**config.mk**
```make
export PLATFORM = sky130hd
export DESIGN_NAME = ring_req_multi_flat
export DESIGN_NICKNAME = d
export VERILOG_FILES = /design/src/rtl/ring_req_multi_if.sv /design/src/rtl/ring_req_multi.sv /design/src/flat_wrapper.sv
export SDC_FILE = /design/constraint.sdc
export NUM_CORES = 1
export LEC_CHECK = 0
export ABC_AREA = 0
export BUFFER_PORTS_ARGS = -buffer_cell sky130_fd_sc_hd__buf_2
export CORE_MARGIN = 3
export CORE_UTILIZATION = 54
export CTS_BUF_LIST = sky130_fd_sc_hd__clkbuf_4 sky130_fd_sc_hd__clkbuf_8
export CTS_CLUSTER_SIZE = 30
export DETAILED_ROUTE_END_ITERATION = 6
export GPL_TIMING_DRIVEN = 0
export PLACE_DENSITY = 0.79
export SETUP_SLACK_MARGIN = 0.15
export SLEW_MARGIN = 40
export SYNTH_ARGS = -nofsm -noshare
export SYNTH_HDL_FRONTEND = slang
export SYNTH_SLANG_ARGS = --single-unit
```
**constraint.sdc**
```tcl
create_clock -name clk -period 2.1 [get_ports clk]
set_clock_uncertainty 0.1 [all_clocks]
set_input_delay 0.315 -clock clk [delete_from_list [all_inputs] [get_ports clk]]
set_output_delay 0.315 -clock clk [all_outputs]
set_load 0.005 [all_outputs]
```
**src/rtl/ring_req_multi_if.sv**
```systemverilog
// Tester-facing bundle for the token-ring request benchmark: tester actions in,
// status flags, token position and round count out.
interface ring_req_multi_if #(
  parameter int N  = 4,
  parameter int TW = 2,
  parameter int RW = 2
);
  logic [N-1:0]  loss;
  logic          restart;
  logic          controllable_stable;
  logic          error;
  logic          objective;
  logic [TW-1:0] token;
  logic [RW-1:0] round;

  // Tester side: drives actions, observes status
  modport master (
    output loss, restart, controllable_stable,
    input  error, objective, token, round
  );

  // Ring side: consumes actions, reports status
  modport slave (
    input  loss, restart, controllable_stable,
    output error, objective, token, round
  );
endinterface

```
**src/rtl/ring_req_multi.sv**
```systemverilog
// N-node token ring: the token holder counts its progress to K-1, then hands the
// token on; a full lap bumps the round count, which freezes the ring at ROUNDS.
module ring_req_multi #(
  parameter int K      = 8,
  parameter int N      = 4,
  parameter int ROUNDS = 2,
  parameter int MODE   = 0
) (
  input  logic            clk,
  input  logic            reset_n,
  ring_req_multi_if.slave bus
);
  localparam int CW = $clog2(K);
  localparam int TW = (N > 1) ? $clog2(N) : 1;
  localparam int RW = $clog2(ROUNDS + 1);

  // One action per cycle, chosen in priority order
  typedef enum logic [2:0] {
    ACT_INIT,
    ACT_RESTART,
    ACT_HOLD,
    ACT_ADVANCE,
    ACT_PASS,
    ACT_WRAP
  } act_e;

  logic [N-1:0][CW-1:0] prg_q, prg_d;
  logic [N-1:0]         stable_q, stable_d;
  logic [TW-1:0]        token_q, token_d;
  logic [RW-1:0]        round_q, round_d;
  logic                 first_q, first_d;

  logic [N-1:0]  tok_sel_s;
  logic          loss_tok_s;
  logic [CW-1:0] prg_tok_s;
  logic          frozen_s;
  logic          done_tok_s;
  logic          last_step_s;
  logic          stable_set_s;
  logic          error_s;
  act_e          act_s;

  // Decode the token holder and gather its loss bit and progress count
  always_comb begin
    tok_sel_s  = '0;
    loss_tok_s = 1'b0;
    prg_tok_s  = '0;
    for (int i = 0; i < N; i++) begin
      tok_sel_s[i] = (token_q == TW'(i));
      loss_tok_s   = loss_tok_s | (bus.loss[i] & tok_sel_s[i]);
      prg_tok_s    = prg_tok_s | (prg_q[i] & {CW{tok_sel_s[i]}});
    end
    frozen_s     = (round_q == RW'(ROUNDS));
    done_tok_s   = (prg_tok_s == CW'(K - 1));
    last_step_s  = (prg_tok_s == CW'(K - 2));
    stable_set_s = (MODE == 0) ? 1'b1 : bus.controllable_stable;
  end

  // Pick the cycle's action: init > restart > frozen > loss > advance > pass/wrap
  always_comb begin
    act_s = ACT_HOLD;
    if (first_q) begin
      act_s = ACT_INIT;
    end else if (bus.restart) begin
      act_s = ACT_RESTART;
    end else if (frozen_s) begin
      act_s = ACT_HOLD;
    end else if (loss_tok_s) begin
      act_s = ACT_HOLD;
    end else if (!done_tok_s) begin
      act_s = ACT_ADVANCE;
    end else if (token_q != TW'(N - 1)) begin
      act_s = ACT_PASS;
    end else begin
      act_s = ACT_WRAP;
    end
  end

  // Next-state computation for the chosen action
  always_comb begin
    prg_d    = prg_q;
    stable_d = stable_q;
    token_d  = token_q;
    round_d  = round_q;
    first_d  = 1'b0;
    case (act_s)
      ACT_INIT: begin
        first_d = 1'b0;
      end
      ACT_RESTART: begin
        prg_d    = '0;
        stable_d = '0;
        token_d  = '0;
        round_d  = '0;
      end
      ACT_HOLD: begin
        first_d = 1'b0;
      end
      ACT_ADVANCE: begin
        // Only the holder moves; its stable bit is decided on the final step
        for (int i = 0; i < N; i++) begin
          prg_d[i]    = tok_sel_s[i] ? (prg_q[i] + CW'(1)) : prg_q[i];
          stable_d[i] = (tok_sel_s[i] && last_step_s) ? stable_set_s : stable_q[i];
        end
      end
      ACT_PASS: begin
        token_d = token_q + TW'(1);
      end
      ACT_WRAP: begin
        // Lap complete: back to node 0 with a clean ring
        token_d  = '0;
        round_d  = round_q + RW'(1);
        prg_d    = '0;
        stable_d = '0;
      end
      default: begin
        first_d = 1'b0;
      end
    endcase
  end

  // State register with asynchronous clear into the init cycle
  always_ff @(posedge clk or negedge reset_n) begin
    if (!reset_n) begin
      prg_q    <= '0;
      stable_q <= '0;
      token_q  <= '0;
      round_q  <= '0;
      first_q  <= 1'b1;
    end else begin
      prg_q    <= prg_d;
      stable_q <= stable_d;
      token_q  <= token_d;
      round_q  <= round_d;
      first_q  <= first_d;
    end
  end

  // Flag any finished node whose stable bit was never set
  always_comb begin
    error_s = 1'b0;
    for (int i = 0; i < N; i++) begin
      error_s = error_s | ((prg_q[i] == CW'(K - 1)) & ~stable_q[i]);
    end
  end

  assign bus.error     = error_s;
  assign bus.objective = frozen_s;
  assign bus.token     = token_q;
  assign bus.round     = round_q;
endmodule
```
**src/flat_wrapper.sv**
```systemverilog
// flat-port wrapper written by rule: the top's interface ports become plain ports
module ring_req_multi_flat 
#(
  parameter int K      = 8,
  parameter int N      = 4,
  parameter int ROUNDS = 2,
  parameter int MODE   = 0
)
  (clk, reset_n, bus_loss, bus_restart, bus_controllable_stable, bus_error, bus_objective, bus_token, bus_round);
  ring_req_multi_if #(.N(N)) bus_i ();
  input  logic clk;
  input  logic reset_n;
  input wire logic [$bits(bus_i.loss)-1:0] bus_loss;
  input wire logic [$bits(bus_i.restart)-1:0] bus_restart;
  input wire logic [$bits(bus_i.controllable_stable)-1:0] bus_controllable_stable;
  output wire logic [$bits(bus_i.error)-1:0] bus_error;
  output wire logic [$bits(bus_i.objective)-1:0] bus_objective;
  output wire logic [$bits(bus_i.token)-1:0] bus_token;
  output wire logic [$bits(bus_i.round)-1:0] bus_round;
  assign bus_i.loss = bus_loss;
  assign bus_i.restart = bus_restart;
  assign bus_i.controllable_stable = bus_controllable_stable;
  assign bus_error = bus_i.error;
  assign bus_objective = bus_i.objective;
  assign bus_token = bus_i.token;
  assign bus_round = bus_i.round;
  ring_req_multi #(.K(K), .N(N), .ROUNDS(ROUNDS), .MODE(MODE)) u_core (.clk(clk), .reset_n(reset_n), .bus(bus_i));
endmodule
```
==> impl_results.rst <==
.. list-table::
   :header-rows: 1

   * - Metric
     - Value
   * - Status
     - finished with violations
   * - Failing checks
     - setup timing
   * - Crit path to
     - u_core.prg_q[11]$_DFFE_PN0P_
   * - Number of cells traversed by the worst register-to-register path
     - 8
   * - Die span in x
     - 53.5 microns
   * - Xor and xnor fraction of the mapped netlist area
     - 0.0287
   * - Count of different cell masters after synthesis
     - 28
   * - Sink count of the clock tree
     - 21
   * - Largest area contributor in the synthesized netlist
     - sky130_fd_sc_hd__dfrtp_1
   * - Layout cells sized above 1
     - 0.481
   * - Gate count of the mapped netlist
     - 118
   * - Detailed Place HPWL
     - 1770 microns
   * - Fmax
     - 430 MHz
   * - Antenna violations before repair
     - 0
   * - Start-to-end type of the worst setup path
     - reg -> reg
   * - Number of nets still failing antenna checks after routing
     - 0
   * - Compound-cell area share of the yosys netlist
     - 0.144
   * - Critical Path End Type
     - flop
   * - Final GP Congestion
     - 0.856
   * - Wire length of the first global-routing pass
     - 5870 microns
   * - Post-Synth Simple-Gate Area
     - 0.136
   * - Share of cell area taken by muxes after synthesis
     - 0.0738
   * - Critical Path RT
     - 2.20 ns
   * - Number of max-cap violations
     - 0
   * - Vias
     - 1237
   * - Total leakage power
     - 0.805 nW
   * - Count of TritonRoute iterations in the first routing pass
     - 6
   * - Period utilization
     - 1.11
   * - GR Util All Layers
     - 0.297
   * - Worst IR drop on VDD
     - 0.414 mV
   * - Worst slew margin
     - 0.562
   * - CTS Buffer Depth
     - 2
   * - Final Worst Setup Slack
     - -0.226 ns
   * - Final Power
     - 1.05 mW
   * - Shortest period the worst path allows
     - 2.33 ns
   * - Commonest cells in the synthesized netlist
     - 20 x sky130_fd_sc_hd__dfrtp_1, 17 x sky130_fd_sc_hd__nor2_1, 13 x sky130_fd_sc_hd__ha_1
   * - Netlist area before placement
     - 1220 sq um
   * - Worst setup slack for register-to-register paths
     - -0.23 ns
   * - I/O pins
     - 14
   * - Number of filler instances in the final layout
     - 95
   * - Actual slew at the worst max-slew pin
     - 0.652 ns
   * - Slew Limit Fails
     - 0
   * - Net count of the mapped netlist
     - 139
   * - Dominant cell by count in the synthesized netlist
     - sky130_fd_sc_hd__dfrtp_1
   * - DR WL/cell
     - 23.2 microns
   * - Vias per Instance
     - 6.54
   * - Combinational family with the most area after synthesis
     - compound AO/OA/AOI/OAI gates
   * - CTS H-Tree Depth
     - 1
   * - Async SR Flop Fraction
     - 1.00
   * - Count of yosys warnings during synthesis
     - 0
   * - Routed WL
     - 4390 microns
   * - #FFs+latches synth
     - 21
   * - Clock tree root driver cell
     - sky130_fd_sc_hd__clkbuf_4
   * - Count of port buffers added during placement
     - 12
   * - Post-synthesis sequential area ratio
     - 0.432
   * - Violation count after the first detailed-route iteration
     - 98
   * - Height of the chip
     - 53.5 microns
   * - End-of-flow core utilization
     - 0.865
   * - Most frequently used flop master after synthesis
     - sky130_fd_sc_hd__dfrtp_1
   * - Setup Viol. Count Final
     - 20
   * - Source of the worst register-to-register timing path
     - u_core.bus.token[1]$_DFFE_PN0P_
   * - Post-layout net count
     - 184
   * - Largest net degree at the start of global routing
     - 22
   * - Area fraction of the dominant cell type after synthesis
     - 0.410
   * - Clock latency reported for the late side of the worst-skew pair
     - 0.31 ns
   * - RSZ-0062 raised after global routing
     - true
   * - Layout overhead on the synthesized area
     - 44.8%
   * - Floorplan die area
     - 2870 sq um
   * - Number of design rule violations left after detail routing
     - 0
   * - Pwr Density
     - 592 nW/um^2
   * - Fin Setup TNS
     - -2.41 ns
   * - Mean instance size in the synthesized netlist
     - 10.3 sq um
   * - TritonCTS clock tree
     - built
   * - Setup crit start kind
     - flop
   * - Slowest library cell on the worst path
     - sky130_fd_sc_hd__dfrtp_2
   * - Register clock-pin slew on the reported worst setup and hold paths
     - around 0.13 ns
   * - Post-place setup slack
     - -0.472 ns
   * - Number of buffers created by CTS
     - 3
   * - Number of rows created at floorplan
     - 16
   * - Tightest Hold Check Type
     - in -> reg
   * - Core Box Area
     - approximately 2000 sq um
   * - Total congestion overflow after global routing
     - 0
   * - Starting utilization of the core area
     - 0.597
   * - Dominant cells by area after synthesis
     - sky130_fd_sc_hd__dfrtp_1 41%, sky130_fd_sc_hd__ha_1 13%, sky130_fd_sc_hd__mux2i_1 7.4%
   * - Number of flops mapped to enable cells by yosys
     - 0
   * - Vias in the first global route
     - 1217
   * - Worst Path Max Fanout
     - 6
   * - Worst setup path startpoint
     - u_core.bus.token[1]$_DFFE_PN0P_
   * - # diodes
     - 0
   * - Adder-Cell Fraction of Synth Area
     - 0.133
   * - Worst reg2reg path endpoint
     - u_core.prg_q[11]$_DFFE_PN0P_
   * - Total count of hold-check failures in the final report
     - 0
   * - Crit path cell chain
     - ha_4, buf_6, a222oi_1, buf_4, nand4_1, a21oi_4, mux2i_1, nor2_1
   * - Critical path data arrival time
     - 2.42 ns
   * - Largest stage delay on the critical path
     - approximately 0.47 ns
==> metrics by stage <==
step	cells	cell area (sq um)	hold slack, ns
detailed placement	157	1320	0.193
global route	189	1770	0.193
floorplan	118	1220	-0.0806
global placement	157	1320	0.187
finish	189	1770	0.197
CTS	179	1600	0.149
==> sequential cells by signal, indices dropped and copies added (netlist names) <==
signal and count:
u_core.first_q 1, u_core.bus.token 2, u_core.prg_q 12, u_core.bus.round 2, u_core.stable_q 4
==> worst min-delay path by stage <==
stage	start	slack, ns	depth (start not counted)	to
2_1_floorplan	reset_n	-0.08	0	u_core.bus.round[0]$_DFFE_PN0P_
3_3_place_gp	reset_n	0.19	1	u_core.bus.token[1]$_DFFE_PN0P_
3_5_place_dp	reset_n	0.19	1	u_core.bus.token[1]$_DFFE_PN0P_
4_1_cts	bus_restart	0.15	2	u_core.bus.round[1]$_DFFE_PN0P_
5_1_grt	bus_restart	0.19	2	u_core.bus.round[1]$_DFFE_PN0P_
6_report	bus_restart	0.20	2	u_core.bus.round[1]$_DFFE_PN0P_
==> placed cells by master (no fill, tap or decap), drive strengths merged <==
cell / n
a211oi: 1
a21oi: 9
a222oi: 1
a22oi: 8
and3: 1
and4: 1
buf: 41
clkbuf: 4
clkinv: 1
conb: 1
dfrtp: 20
dfstp: 1
dlygate4sd3: 1
ha: 13
inv: 9
mux2i: 9
nand2: 5
nand3: 2
nand4: 4
nand4b: 1
nor2: 18
nor2b: 1
nor4: 1
o21ai: 2
o221ai: 1
o311ai: 2
xnor2: 4
==> report_power, final <==
part | internal [mW] | total (mW) | switching [mW] | leakage [nW]
Clock | 0.0711 | 0.203 | 0.132 | 0.0177
Sequential | 0.429 | 0.457 | 0.0284 | 0.283
Combinational | 0.175 | 0.386 | 0.211 | 0.505
==> worst max-delay path: cells and delay by family, from the launching register on <==
| family | cells | cell delay (ns) |
|---|---|---|
| flops | 1 | 0.47 |
| compound gates | 2 | 0.57 |
| mux | 1 | 0.26 |
| buf+inv | 2 | 0.35 |
| simple gates | 2 | 0.28 |
| fa+ha+maj | 1 | 0.17 |
==> area by class of cell <==
| type | instances | area, sq um | share of cell area |
|---|---|---|---|
| sequential | 21 | 529 | 0.300 |
| buffer | 3 | 26.3 | 0.0149 |
| multi-input combinational | 85 | 827 | 0.468 |
| inverter | 9 | 38.8 | 0.0220 |
| clock inverter | 1 | 5.00 | 0.00283 |
| timing repair buffer | 40 | 284 | 0.161 |
| tap | 27 | 33.8 | 0.0191 |
| clock buffer | 3 | 22.5 | 0.0127 |
==> cell families after synthesis <==
logic type	count (synthesis)
simple gates	34
compound gates	24
flops	21
fa+ha+maj	13
buf+inv	12
mux	9
xor+xnor	4
other cells	1
==> routing by layer <==
| metal | vias up | routed length (microns) | track usage |
|---|---|---|---|
| met5 | - | 0 | 0 |
| met4 | 0 | 333 | 0.234 |
| met3 | 41 | 419 | 0.0693 |
| met2 | 102 | 1980 | 0.512 |
| met1 | 583 | 1660 | 0.308 |
| li1 | 511 | - | - |
==> repair_timing <==
action,CTS,global route
pin swaps,7,11
endpoints found under the setup margin,21,21
endpoints found under the hold margin,20,0
setup buffers,17,10
hold buffers,1,0
gates resized for setup,26,18
(Power assumes the default switching activity.)
